===== config.mk =====
export PLATFORM = sky130hd
export DESIGN_NAME = acc_adder_n_flat
export DESIGN_NICKNAME = d
export VERILOG_FILES = /design/src/rtl/acc_adder_n_pkg.sv /design/src/rtl/acc_adder_n_if.sv /design/src/rtl/acc_adder_n_full_adder.sv /design/src/rtl/acc_adder_n.sv /design/src/flat_wrapper.sv
export SDC_FILE = /design/constraint.sdc
export NUM_CORES = 1
export LEC_CHECK = 0
export BUFFER_PORTS_ARGS = -buffer_cell sky130_fd_sc_hd__buf_2
export CORE_ASPECT_RATIO = 1.25
export CORE_MARGIN = 5
export CORE_UTILIZATION = 50
export CTS_CLUSTER_SIZE = 10
export DETAILED_ROUTE_END_ITERATION = 10
export PLACE_DENSITY = 0.86
export SLEW_MARGIN = 0
export SYNTH_ARGS = -nofsm -noshare
export SYNTH_HDL_FRONTEND = slang
export SYNTH_SLANG_ARGS = --single-unit

===== constraint.sdc =====
create_clock -name clk -period 3.5 [get_ports clk]
set_clock_uncertainty 0.2 [all_clocks]
set_input_delay 0.175 -clock clk [delete_from_list [all_inputs] [get_ports clk]]
set_output_delay 0.175 -clock clk [all_outputs]
set_load 0.005 [all_outputs]

===== src/rtl/acc_adder_n_pkg.sv =====
// Shared definitions for the multi-operand accumulator: state encoding and
// default operand/count widths.
package acc_adder_n_pkg;

  localparam int N_DEF     = 4;
  localparam int LEN_W_DEF = 4;

  typedef enum logic [1:0] {
    ST_IDLE = 2'd0,
    ST_ACC  = 2'd1,
    ST_DONE = 2'd2
  } state_e;

endpackage


===== src/rtl/acc_adder_n_if.sv =====
// Job control, operand stream and result stream of the accumulator.
interface acc_adder_n_if
  import acc_adder_n_pkg::*;
#(
  parameter int N     = N_DEF,
  parameter int LEN_W = LEN_W_DEF
);

  logic                 start;
  logic [LEN_W-1:0]     len;
  logic                 cin_init;
  logic                 in_valid;
  logic                 in_ready;
  logic [N-1:0]         in_data;
  logic                 out_valid;
  logic                 out_ready;
  logic [N+LEN_W-1:0]   out_sum;
  logic                 busy;

  modport master (
    output start, len, cin_init, in_valid, in_data, out_ready,
    input  in_ready, out_valid, out_sum, busy
  );

  modport slave (
    input  start, len, cin_init, in_valid, in_data, out_ready,
    output in_ready, out_valid, out_sum, busy
  );

endinterface


===== src/rtl/acc_adder_n_full_adder.sv =====
// Combinational N-bit ripple-carry adder (full_adder_n), one full-adder cell
// per bit with the carry chained from bit 0 upwards.
module full_adder_n #(
  parameter int N = 4
) (
  input  logic [N-1:0] a,
  input  logic [N-1:0] b,
  input  logic         cin,
  output logic [N-1:0] sum,
  output logic         cout
);

  logic [N:0] c;

  assign c[0] = cin;

  for (genvar i = 0; i < N; i++) begin : g_bit
    assign sum[i]   = a[i] ^ b[i] ^ c[i];
    assign c[i+1]   = (a[i] & b[i]) | (c[i] & (a[i] ^ b[i]));
  end

  assign cout = c[N];

endmodule


===== src/rtl/acc_adder_n.sv =====
// Sequential multi-operand summation around one ripple adder: the low N bits
// accumulate through the adder, carries out are counted in a separate register.
module acc_adder_n
  import acc_adder_n_pkg::*;
#(
  parameter int N     = N_DEF,
  parameter int LEN_W = LEN_W_DEF
) (
  input  logic         clk,
  input  logic         rst_n,
  acc_adder_n_if.slave bus
);

  localparam logic [LEN_W-1:0] ONE = {{(LEN_W-1){1'b0}}, 1'b1};

  state_e           state_q, state_d;
  logic [N-1:0]     acc_lo_q, acc_lo_d;
  logic [LEN_W-1:0] acc_hi_q, acc_hi_d;
  logic [LEN_W-1:0] remain_q, remain_d;
  logic             cin_q, cin_d;

  logic [N-1:0]     add_sum;
  logic             add_cout;
  logic             accept;

  full_adder_n #(.N(N)) u_add (
    .a    (acc_lo_q),
    .b    (bus.in_data),
    .cin  (cin_q),
    .sum  (add_sum),
    .cout (add_cout)
  );

  assign accept = (state_q == ST_ACC) && bus.in_valid;

  always_comb begin
    state_d  = state_q;
    acc_lo_d = acc_lo_q;
    acc_hi_d = acc_hi_q;
    remain_d = remain_q;
    cin_d    = cin_q;
    case (state_q)
      ST_IDLE: begin
        if (bus.start) begin
          acc_hi_d = '0;
          if (bus.len == '0) begin
            // Empty job: the result is just the initial carry.
            acc_lo_d = {{(N-1){1'b0}}, bus.cin_init};
            cin_d    = 1'b0;
            state_d  = ST_DONE;
          end else begin
            acc_lo_d = '0;
            remain_d = bus.len;
            cin_d    = bus.cin_init;
            state_d  = ST_ACC;
          end
        end
      end
      ST_ACC: begin
        if (accept) begin
          acc_lo_d = add_sum;
          acc_hi_d = acc_hi_q + {{(LEN_W-1){1'b0}}, add_cout};
          cin_d    = 1'b0;
          remain_d = remain_q - ONE;
          if (remain_q == ONE) state_d = ST_DONE;
        end
      end
      ST_DONE: begin
        if (bus.out_ready) state_d = ST_IDLE;
      end
      default: state_d = ST_IDLE;
    endcase
  end

  always_ff @(posedge clk or negedge rst_n) begin
    if (!rst_n) begin
      state_q  <= ST_IDLE;
      acc_lo_q <= '0;
      acc_hi_q <= '0;
      remain_q <= '0;
      cin_q    <= 1'b0;
    end else begin
      state_q  <= state_d;
      acc_lo_q <= acc_lo_d;
      acc_hi_q <= acc_hi_d;
      remain_q <= remain_d;
      cin_q    <= cin_d;
    end
  end

  // Handshake outputs come from the state register alone.
  assign bus.in_ready  = (state_q == ST_ACC);
  assign bus.out_valid = (state_q == ST_DONE);
  assign bus.busy      = (state_q != ST_IDLE);
  assign bus.out_sum   = {acc_hi_q, acc_lo_q};

endmodule


===== src/flat_wrapper.sv =====
// flat-port wrapper written by rule: the top's interface ports become plain ports
module acc_adder_n_flat import acc_adder_n_pkg::*;
#(
  parameter int N     = N_DEF,
  parameter int LEN_W = LEN_W_DEF
)
  (clk, rst_n, bus_start, bus_len, bus_cin_init, bus_in_valid, bus_in_data, bus_out_ready, bus_in_ready, bus_out_valid, bus_out_sum, bus_busy);
  acc_adder_n_if #(.N(N), .LEN_W(LEN_W)) bus_i ();
  input  logic clk;
  input  logic rst_n;
  input wire logic [$bits(bus_i.start)-1:0] bus_start;
  input wire logic [$bits(bus_i.len)-1:0] bus_len;
  input wire logic [$bits(bus_i.cin_init)-1:0] bus_cin_init;
  input wire logic [$bits(bus_i.in_valid)-1:0] bus_in_valid;
  input wire logic [$bits(bus_i.in_data)-1:0] bus_in_data;
  input wire logic [$bits(bus_i.out_ready)-1:0] bus_out_ready;
  output wire logic [$bits(bus_i.in_ready)-1:0] bus_in_ready;
  output wire logic [$bits(bus_i.out_valid)-1:0] bus_out_valid;
  output wire logic [$bits(bus_i.out_sum)-1:0] bus_out_sum;
  output wire logic [$bits(bus_i.busy)-1:0] bus_busy;
  assign bus_i.start = bus_start;
  assign bus_i.len = bus_len;
  assign bus_i.cin_init = bus_cin_init;
  assign bus_i.in_valid = bus_in_valid;
  assign bus_i.in_data = bus_in_data;
  assign bus_i.out_ready = bus_out_ready;
  assign bus_in_ready = bus_i.in_ready;
  assign bus_out_valid = bus_i.out_valid;
  assign bus_out_sum = bus_i.out_sum;
  assign bus_busy = bus_i.busy;
  acc_adder_n #(.N(N), .LEN_W(LEN_W)) u_core (.clk(clk), .rst_n(rst_n), .bus(bus_i));
endmodule

==> results.cfg, run 1 <==
[sta]
setup_viol = 0
max_freq_mhz = 362.8
tightest_slew_ns = 0.5325
whs_ns = 0.007592
rsz0062_at_grt = no
slew_headroom_pct = 64.17
drv_slew = 0
layout_min_cycle_time_ns = 2.756
hold_viol = 0
tns_ns = 0
finalCritPeriodShare_pct = 78.75

[clock_network]
h-tree-depth = 1
numCtsBuffers = 3
cts_tree = done
clk_latency_ns = 0.29
cts-root-buf = clkbuf_4
clk_pin_slew_ns = 0.10
cts_sinks = 15
cts_resized = 0
clock_path_buffers = 2

[synthesis]
synth_seq_cells = 15
synth_common_cells = dfrtp_1, inv_1, nor2_1
synth-simple-area-share_pct = 18.13
synth_ff_type = dfrtp_1
synth_top_area_cell = dfrtp_1
netlist_area_sq_um = 952.2
synth_edf_count = 0
synth_top_family_by_area = simple AND/OR/NAND/NOR gates
yosysUniqueCellTypes = 36
syn_inst = 91
synth-xor-area-share_pct = 0
synth-compound-area-share_pct = 18.00
yosysMostFrequentCell = dfrtp_1
synth_seq_area_share_pct = 39.42
yosys-mux-area-fraction_pct = 3.417
synth_top_cell_area_share_pct = 39.42
syn_nets = 113
syn_area_per_cell_sq_um = 10.46
async_flop_share_pct = 100.0
ys_top_cells_by_area = dfrtp_1, fa_1, ha_1
ys_warn_count = 0
synthAdderAreaFrac_pct = 13.67

[placement]
dp_cells = 130
hpwlAfterDp_mm = 1.571
portBuffers = 24
dpl-instance-area_sq_mm = 0.001071
place_congestion = 0.8416

[global_route]
grt_usage_pct = 16.44
overflow = 0
grt_max_degree = 16
grt_pass1_vias = 829
grt_antenna_before_repair = 0
grt_pass1_wl_mm = 3.691

[cells_and_area]
diodes = 0
nNetsFinal = 140
final_cells = 136
fill_cells = 142
design_area_sq_mm = 0.001119
drive_above_1_share_pct = 29.91
area_growth_pct = 17.48

[critical_path]
endpoint_kind = register
cp_data_arrival_time_ns = 2.78
cp_max_fo = 3
critical_path_class = register to register
critical_path.startpoint_type = register
required_ns = 3.53

[min_path]
hold_path_class = input pin to register

[route]
vias_per_cell = 5.860
wire_per_inst_um = 15.43
finalWirelength_mm = 2.099
ant_nets = 0
dr.pass1.iters = 5
drt_iter0_drc = 23
vias = 797
drc_errors = 0

[power]
power_density_mw_per_mm2 = 753.0
ir_drop_mv = 0.3959
p_leak_uw = 0.0005392
finalPower_uw = 842.2

[floorplanning]
fp.dieH_um = 58.79
initial_core_util_pct = 53.29
io_pins = 25
placementRows = 17
coreArea_sq_mm = 0.001787
die_w_um = 49.03
die-area_sq_mm = 0.002882

[outcome]
status = completed

[flow_run]
max_cap_viol_count = 0
[worst paths after layout]
kind / from / endpoint / slack, ns / cells past startpoint
worst min-delay path: bus_start / u_core.state_q[0] / 0.008 / 3
worst max register to register: u_core.acc_lo_q[0] / u_core.acc_hi_q[2] / 0.74 / 11
worst max-delay path: u_core.acc_lo_q[0] / u_core.acc_hi_q[2] / 0.74 / 11
max in group asynchronous: rst_n / u_core.state_q[1] / 2.73 / 2
worst min register to register: u_core.acc_lo_q[2] / u_core.acc_lo_q[2] / 0.32 / 1
min in group asynchronous: rst_n / u_core.acc_lo_q[0] / 0.11 / 2
[where the power goes]
part / switching, uW / total (uW) / internal [uW]
registers: 84.6 / 334 / 249
clock network: 60.2 / 103 / 42.5
logic: 199 / 406 / 207
[logic make-up after synthesis]
family | Yosys count
buffers and inverters | 16
AO/OA/AOI/OAI | 22
adder cells (fa/ha/maj) | 8
flip-flops | 15
AND/OR/NAND/NOR | 27
multiplexers | 3
[area by class of cell]
| cell class | count | area [sq um] | share of cell area [%] |
|---|---|---|---|
| inverters | 12 | 45.04 | 4.027 |
| multi-input cells | 60 | 506.7 | 45.30 |
| flip-flops and latches | 15 | 375.4 | 33.56 |
| well taps | 19 | 23.77 | 2.125 |
| clock inverters | 1 | 5.005 | 0.4474 |
| clock buffers | 3 | 22.52 | 2.013 |
| repair buffers | 26 | 140.1 | 12.53 |
[sequential cells by signal (all words and copies together) (netlist names)]
name	cells
u_core.state_q	2
u_core.acc_hi_q	4
u_core.acc_lo_q	4
u_core.cin_q	1
u_core.remain_q	4
[layout by cell type, fill, tap and decap left out, types with 4 or more instances in the layout]
| cell type | Yosys | routed |
|---|---|---|
| buf_2 | 2 | 24 |
| dfrtp_1 | 15 | 15 |
| inv_1 | 12 | 12 |
| nor2_1 | 5 | 5 |
| a21oi_1 | 4 | 4 |
| fa_1 | 4 | 4 |
| ha_1 | 4 | 4 |
[critical path, cell delays in order (launching register included)]
cell	delay, ns
dfrtp_1	0.41
fa_1	0.19
inv_1	0.05
fa_1	0.38
fa_1	0.38
inv_1	0.08
fa_1	0.17
ha_1	0.16
ha_1	0.14
inv_1	0.04
or3_1	0.36
a21oi_1	0.14
[what timing repair did]
item	in CTS	in global routing
setup endpoints to repair	0	0
endpoints found under the hold margin	17	0
hold buffers	2	0
buffers inserted	0	0
[per-layer routing]
layer	routed length [um]	global-route usage, %	vias to the layer above
met1	864	20.58	374
met2	1030	26.87	33
met3	127	3.544	10
met4	77	8.077	0
li1	-	-	380
met5	0	0	-
[through the flow]
step | setup slack [ns] | utilization (%)
2_1_floorplan | 0.8833 | -
3_3_place_gp | 0.8476 | 59.94
3_5_place_dp | 0.7643 | 59.94
4_1_cts | 0.7302 | 62.61
5_1_grt | 0.5487 | 62.61
6_report | 0.7436 | 62.61
Note: power is estimated with default switching activity, not from simulation.
==> run 2, diff against run 1 <==
==> constraint.sdc (replaced) <==
create_clock -name clk -period 2.9 [get_ports clk]
set_clock_uncertainty 0.2 [all_clocks]
set_input_delay 0.145 -clock clk [delete_from_list [all_inputs] [get_ports clk]]
set_output_delay 0.145 -clock clk [all_outputs]
set_load 0.005 [all_outputs]
==> run 2 against run 1 <==
Against the previous run: the run now ends with negative hold slack left; clock power up 21%; design area is 1.5% higher; hold slack worse by 0.015 ns; sequential share of layout area shrank 0.48 points; global-route usage fell by 0.20 points; non-clock buffer count increased by 1; count of clock-buffer cells in the layout is 1 higher; worst setup slack lost 0.56 ns; utilization is 0.91 points higher; sequential power rose by 22%.
==> results.cfg, run 2 (synthesis gave the netlist of run 1 again) <==
[outcome]
status = finished, violations left
violations = negative hold slack

[route]
drc_errors = 0
dr.pass1.iters = 4
wire_per_inst_um = 15.83
ant_nets = 0
drt_iter0_drc = 19
vias = 796
finalWirelength_mm = 2.169
vias_per_cell = 5.810

[clock_network]
clock_path_buffers = 2
clk_latency_ns = 0.29
cts_sinks = 15
cts-root-buf = clkbuf_4
numCtsBuffers = 3
h-tree-depth = 1
clk_pin_slew_ns = 0.09
cts_tree = done
cts_setup_buffers = 0

[critical_path]
critical_path_class = register to register
critical_path.startpoint_type = register
cp_data_arrival_time_ns = 2.74
rrSetupSlack_ns = 0.19
r2r-start = u_core.acc_lo_q[0]
reg2reg_to = u_core.acc_hi_q[2]
cp_max_fo = 3
required_ns = 2.93
r2r_cells = 11
slowest_delay_ns = 0.41
crit_path_cell_trace = fa_1 -> inv_1 -> fa_1 -> fa_2 -> inv_1 -> fa_2 -> ha_2 -> ha_1 -> inv_1 -> or3_1 -> a21oi_1
cp_common_cell = inv_1
endpoint_kind = register
critPathSlowestCell = dfrtp_1

[cells_and_area]
final_core_util_pct = 63.52
final_common_cell = buf_2
layout_common_cells = buf_2, dfrtp_1, inv_1
fill_cells = 161
reg_top3 = u_core.acc_hi_q: 4 flops, u_core.acc_lo_q: 4 flops, u_core.remain_q: 4 flops
final_cells = 137
nNetsFinal = 141
diodes = 0
area_growth_pct = 19.19
drive_above_1_share_pct = 31.36

[sta]
max_freq_mhz = 368.4
tightest_slew_ns = 0.4566
finalCritPeriodShare_pct = 93.61
whs_ns = -0.007167
drv_slew = 0
tns_ns = 0
layout_setup_ws_ns = 0.1853
setup_viol = 0
hold_viol = 1
rsz0062_at_grt = no
layout_min_cycle_time_ns = 2.715
slew_headroom_pct = 69.28

[placement]
place_congestion = 0.8413
dp_cells = 130
dp_slack_ns = 0.1812
hpwlAfterDp_mm = 1.621
portBuffers = 24

[power]
p_leak_uw = 0.0005371
power_density_mw_per_mm2 = 916.4
ir_drop_mv = 0.4836

[floorplanning]
io_pins = 25
fp.dieH_um = 58.79
die_w_um = 49.03
coreArea_sq_mm = 0.001787
die-area_sq_mm = 0.002882
placementRows = 17
initial_core_util_pct = 53.29

[min_path]
hold_path_class = input pin to register
hold-path-cell-count = 3
hold_end = u_core.state_q[1]
hp-start = bus_out_ready

[flow_run]
max_cap_viol_count = 0

[global_route]
grt_pass1_vias = 785
grt_antenna_before_repair = 0
grt_max_degree = 16
grt_usage_pct = 16.25
grt_pass1_wl_mm = 3.622
overflow = 0
run 2: critical path, delay by kind of cell, from the launching register on:
kind / cells / cell delay, ns
flops: 1 / 0.41
compound gates: 1 / 0.12
simple gates: 1 / 0.35
buf+inv: 3 / 0.16
fa+ha+maj: 6 / 1.41
run 2: worst max path at each step:
stage	from	endpoint	slack, ns
floorplan	u_core.acc_lo_q[0]	u_core.acc_hi_q[2]	0.28
global placement	u_core.acc_lo_q[0]	u_core.acc_hi_q[2]	0.25
detailed placement	u_core.acc_lo_q[0]	u_core.acc_hi_q[2]	0.18
CTS	u_core.acc_lo_q[0]	u_core.acc_hi_q[2]	0.15
global route	u_core.acc_lo_q[0]	u_core.acc_hi_q[2]	0.04
finish	u_core.acc_lo_q[0]	u_core.acc_hi_q[2]	0.19
run 2: timing repair:
| item | CTS | global route |
|---|---|---|
| hold endpoints to repair | 17 | 0 |
| hold buffers | 3 | 0 |
| gates resized for setup | 0 | 3 |
| endpoints found under the setup margin | 0 | 1 |
run 2: metrics by stage:
stage / total power (uW) / cell area (sq um)
floorplan: 733.1 / 952.2
global placement: 860.3 / 1071
detailed placement: 904.5 / 1071
CTS: 1035 / 1127
global route: 1138 / 1135
finish: 1040 / 1135
run 2: cell type report:
type / instances / area (sq um) / area share (%)
clock buffer: 4 / 26.28 / 2.315
inverter: 12 / 45.04 / 3.969
tap: 19 / 23.77 / 2.095
multi-input combinational: 60 / 514.2 / 45.31
timing repair buffer: 27 / 150.1 / 13.23
sequential: 15 / 375.4 / 33.08
run 2: where the power goes:
| part | total, uW | internal (uW) | switching, uW |
|---|---|---|---|
| clock | 125 | 53.6 | 71.8 |
| combinational | 508 | 257 | 251 |
| sequential | 407 | 301 | 106 |
| total | 1040 | 612 | 428 |
run 2: routing by layer:
metal / up-vias / global-route usage [%] / wire, um
met5: - / 0 / 0
met4: 0 / 9.231 / 53
met3: 5 / 3.544 / 134
met2: 28 / 26.87 / 1065
met1: 385 / 19.49 / 916
li1: 378 / - / -
==> run 3, diff against run 2 <==
--- a/config.mk
+++ b/config.mk
@@ -15,4 +15,5 @@
 export SLEW_MARGIN = 0
 export SYNTH_ARGS = -nofsm -noshare
 export SYNTH_HDL_FRONTEND = slang
+export SYNTH_HIERARCHICAL = 1
 export SYNTH_SLANG_ARGS = --single-unit
==> run 3 against run 2 <==
Against the previous run: the flow now finishes without violations; area after synthesis up 4.6%; count of clock-buffer cells in the layout unchanged; first-iteration DRC count down 16%.
==> results.cfg, run 3 <==
[outcome]
status = completed

[critical_path]
endpoint_kind = register
reg2reg_to = u_core/acc_hi_q[2]
cp_data_arrival_time_ns = 2.68
slowest_delay_ns = 0.42
critPathTopFamily = adder cells
crit_buf_inv = 4
r2r-start = u_core/acc_lo_q[0]
rrSetupSlack_ns = 0.18
r2r_cells = 13
crit_path_cell_trace = fa_2 -> inv_1 -> fa_1 -> inv_1 -> fa_2 -> inv_2 -> fa_2 -> inv_1 -> ha_1 -> ha_1 -> nand2_1 -> mux2i_1 -> o21ai_0
critPathSlowestCell = dfrtp_1
cp_max_fo = 3
required_ns = 2.86
critical_path.startpoint_type = register
critical_path_class = register to register

[route]
vias_per_cell = 5.641
wire_per_inst_um = 15.41
vias = 818
ant_nets = 0
drt_iter0_drc = 16
drc_errors = 0
dr.pass1.iters = 4
finalWirelength_mm = 2.234

[cells_and_area]
layout_common_cells = buf_2, inv_1, dfrtp_1
area_growth_pct = 20.10
design_area_sq_mm = 0.001196
drive_above_1_share_pct = 29.60
final_common_cell = buf_2
diodes = 0
fill_cells = 174
reg_top3 = u_core/acc_hi_q: 4 flops, u_core/acc_lo_q: 4 flops, u_core/remain_q: 4 flops
final_cells = 145
final_core_util_pct = 61.76
nNetsFinal = 148

[global_route]
grt_max_degree = 18
grt_usage_pct = 16.96
grt_pass1_vias = 863
overflow = 0
grt_pass1_wl_mm = 3.919
grt_antenna_before_repair = 0

[floorplanning]
placementRows = 18
coreArea_sq_mm = 0.001937
io_pins = 25
fp.dieH_um = 59.90
die-area_sq_mm = 0.002990
initial_core_util_pct = 51.42
die_w_um = 49.92

[placement]
portBuffers = 24
dp_slack_ns = 0.1292
hpwlAfterDp_mm = 1.653
dp_cells = 137
dpl-instance-area_sq_mm = 0.001122
place_congestion = 0.8153

[synthesis]
synth_seq_cells = 15
synth_ff_type = dfrtp_1
async_flop_share_pct = 100.0
syn_nets = 119
yosysUniqueCellTypes = 35
syn_area_per_cell_sq_um = 10.27
yosysMostFrequentCell = inv_1
synth_edf_count = 0
netlist_area_sq_um = 996.0
synth_top_area_cell = dfrtp_1
ys_warn_count = 6
ys_top_cells_by_area = dfrtp_1, fa_1, inv_1
syn_inst = 97
synth_common_cells = inv_1, dfrtp_1, a22o_1
synth_seq_area_share_pct = 37.69
synth_top_cell_area_share_pct = 37.69

[clock_network]
clk_latency_ns = 0.28
cts_tree = done
cts_sinks = 15
cts_setup_buffers = 0
cts-root-buf = clkbuf_4
h-tree-depth = 1
clock_path_buffers = 2
clk_pin_slew_ns = 0.09
numCtsBuffers = 3

[sta]
drv_slew = 0
slew_headroom_pct = 68.83
tns_ns = 0
max_freq_mhz = 368.2
rsz0062_at_grt = no
setup_viol = 0
layout_min_cycle_time_ns = 2.716
layout_setup_ws_ns = 0.1839
hold_viol = 0
tightest_slew_ns = 0.4675
finalCritPeriodShare_pct = 93.66

[power]
seqPwrFrac_pct = 37.0
power_switching_uw = 441.3
ir_drop_mv = 0.4871
clkPwrFrac_pct = 10.9
pwr-share-comb_pct = 52.1
power_density_mw_per_mm2 = 900.8
p_leak_uw = 0.0006287
swShare_pct = 40.95
internal_power_uw = 636.2

[min_path]
hp-start = bus_len[2]
hold-path-cell-count = 3
hold_end = u_core/remain_q[2]
hold_path_class = input pin to register

[flow_run]
max_cap_viol_count = 0
run 3: cell count changes after synthesis, sizes merged, moves of 3 or more:
| cell | change |
|---|---|
| inv | +4 |
| mux2i | +3 |
| o22a | -3 |
| or3 | -3 |
| a22o | +3 |
| nor2 | -3 |
run 3: how the worst max path moves through the flow:
stage | start | to | slack (ns) | cells past startpoint
6_report | u_core/acc_lo_q[0] | u_core/acc_hi_q[2] | 0.18 | 13
5_1_grt | u_core/acc_lo_q[0] | u_core/acc_hi_q[2] | 0.02 | 13
4_1_cts | u_core/acc_lo_q[0] | u_core/acc_hi_q[2] | 0.12 | 13
3_5_place_dp | u_core/acc_lo_q[0] | u_core/acc_hi_q[2] | 0.13 | 13
3_3_place_gp | u_core/acc_lo_q[0] | u_core/acc_hi_q[2] | 0.21 | 13
2_1_floorplan | u_core/acc_lo_q[0] | u_core/acc_hi_q[2] | 0.28 | 13
run 3: logic make-up after synthesis:
| family | share of synthesized area (%) |
|---|---|
| adders and majority gates | 13.07 |
| DFF | 37.69 |
| muxes | 4.020 |
| AOI/OAI and AO/OA | 19.85 |
| and+or+nand+nor | 17.46 |
| buffers and inverters | 7.914 |
run 3: per-stage QoR:
| step | hold slack [ns] | total power (uW) |
|---|---|---|
| after floorplan | -0.3506 | 778.8 |
| after CTS | 0.05450 | 1077 |
| after global placement | -0.1319 | 909.1 |
| final | 0.05655 | 1078 |
| after global routing | 0.06211 | 1187 |
| after detailed placement | -0.1289 | 947.4 |
run 3: area by class of cell:
class	count	area, sq um	area share, %
clock buffer	4	26.28	2.197
inverter	16	60.06	5.021
sequential	15	375.4	31.38
multi-input combinational	62	549.3	45.92
tap	20	25.02	2.092
timing repair buffer	28	160.2	13.39
run 3: worst register-to-register path, cell delays in order (launching register included):
cell     delay (ns)
dfrtp_1        0.42
fa_2           0.39
inv_1          0.07
fa_1           0.16
inv_1          0.05
fa_2           0.33
inv_2          0.06
fa_2           0.17
inv_1          0.04
ha_1           0.19
ha_1           0.18
nand2_1        0.07
mux2i_1        0.18
o21ai_0        0.09
run 3: layer usage:
metal	vias to the layer above	wire [um]	global-route usage [%]
li1	397	-	-
met1	395	967	21.80
met2	24	1126	27.82
met3	2	127	3.990
met4	0	12	5.993
met5	-	0	0
run 3: repair_timing:
action,CTS,global route
hold buffers,4,0
resized for setup,0,4
endpoints found under the setup margin,0,1
hold endpoints to repair,18,0
run 3: power groups by stage:
stage                     clock [uW]  combinational [uW]  sequential [uW]
after floorplan                    0                 413              366
after global placement             0                 517              392
after detailed placement           0                 549              399
after CTS                        121                 560              396
after global routing             133                 640              415
final                            117                 562              399
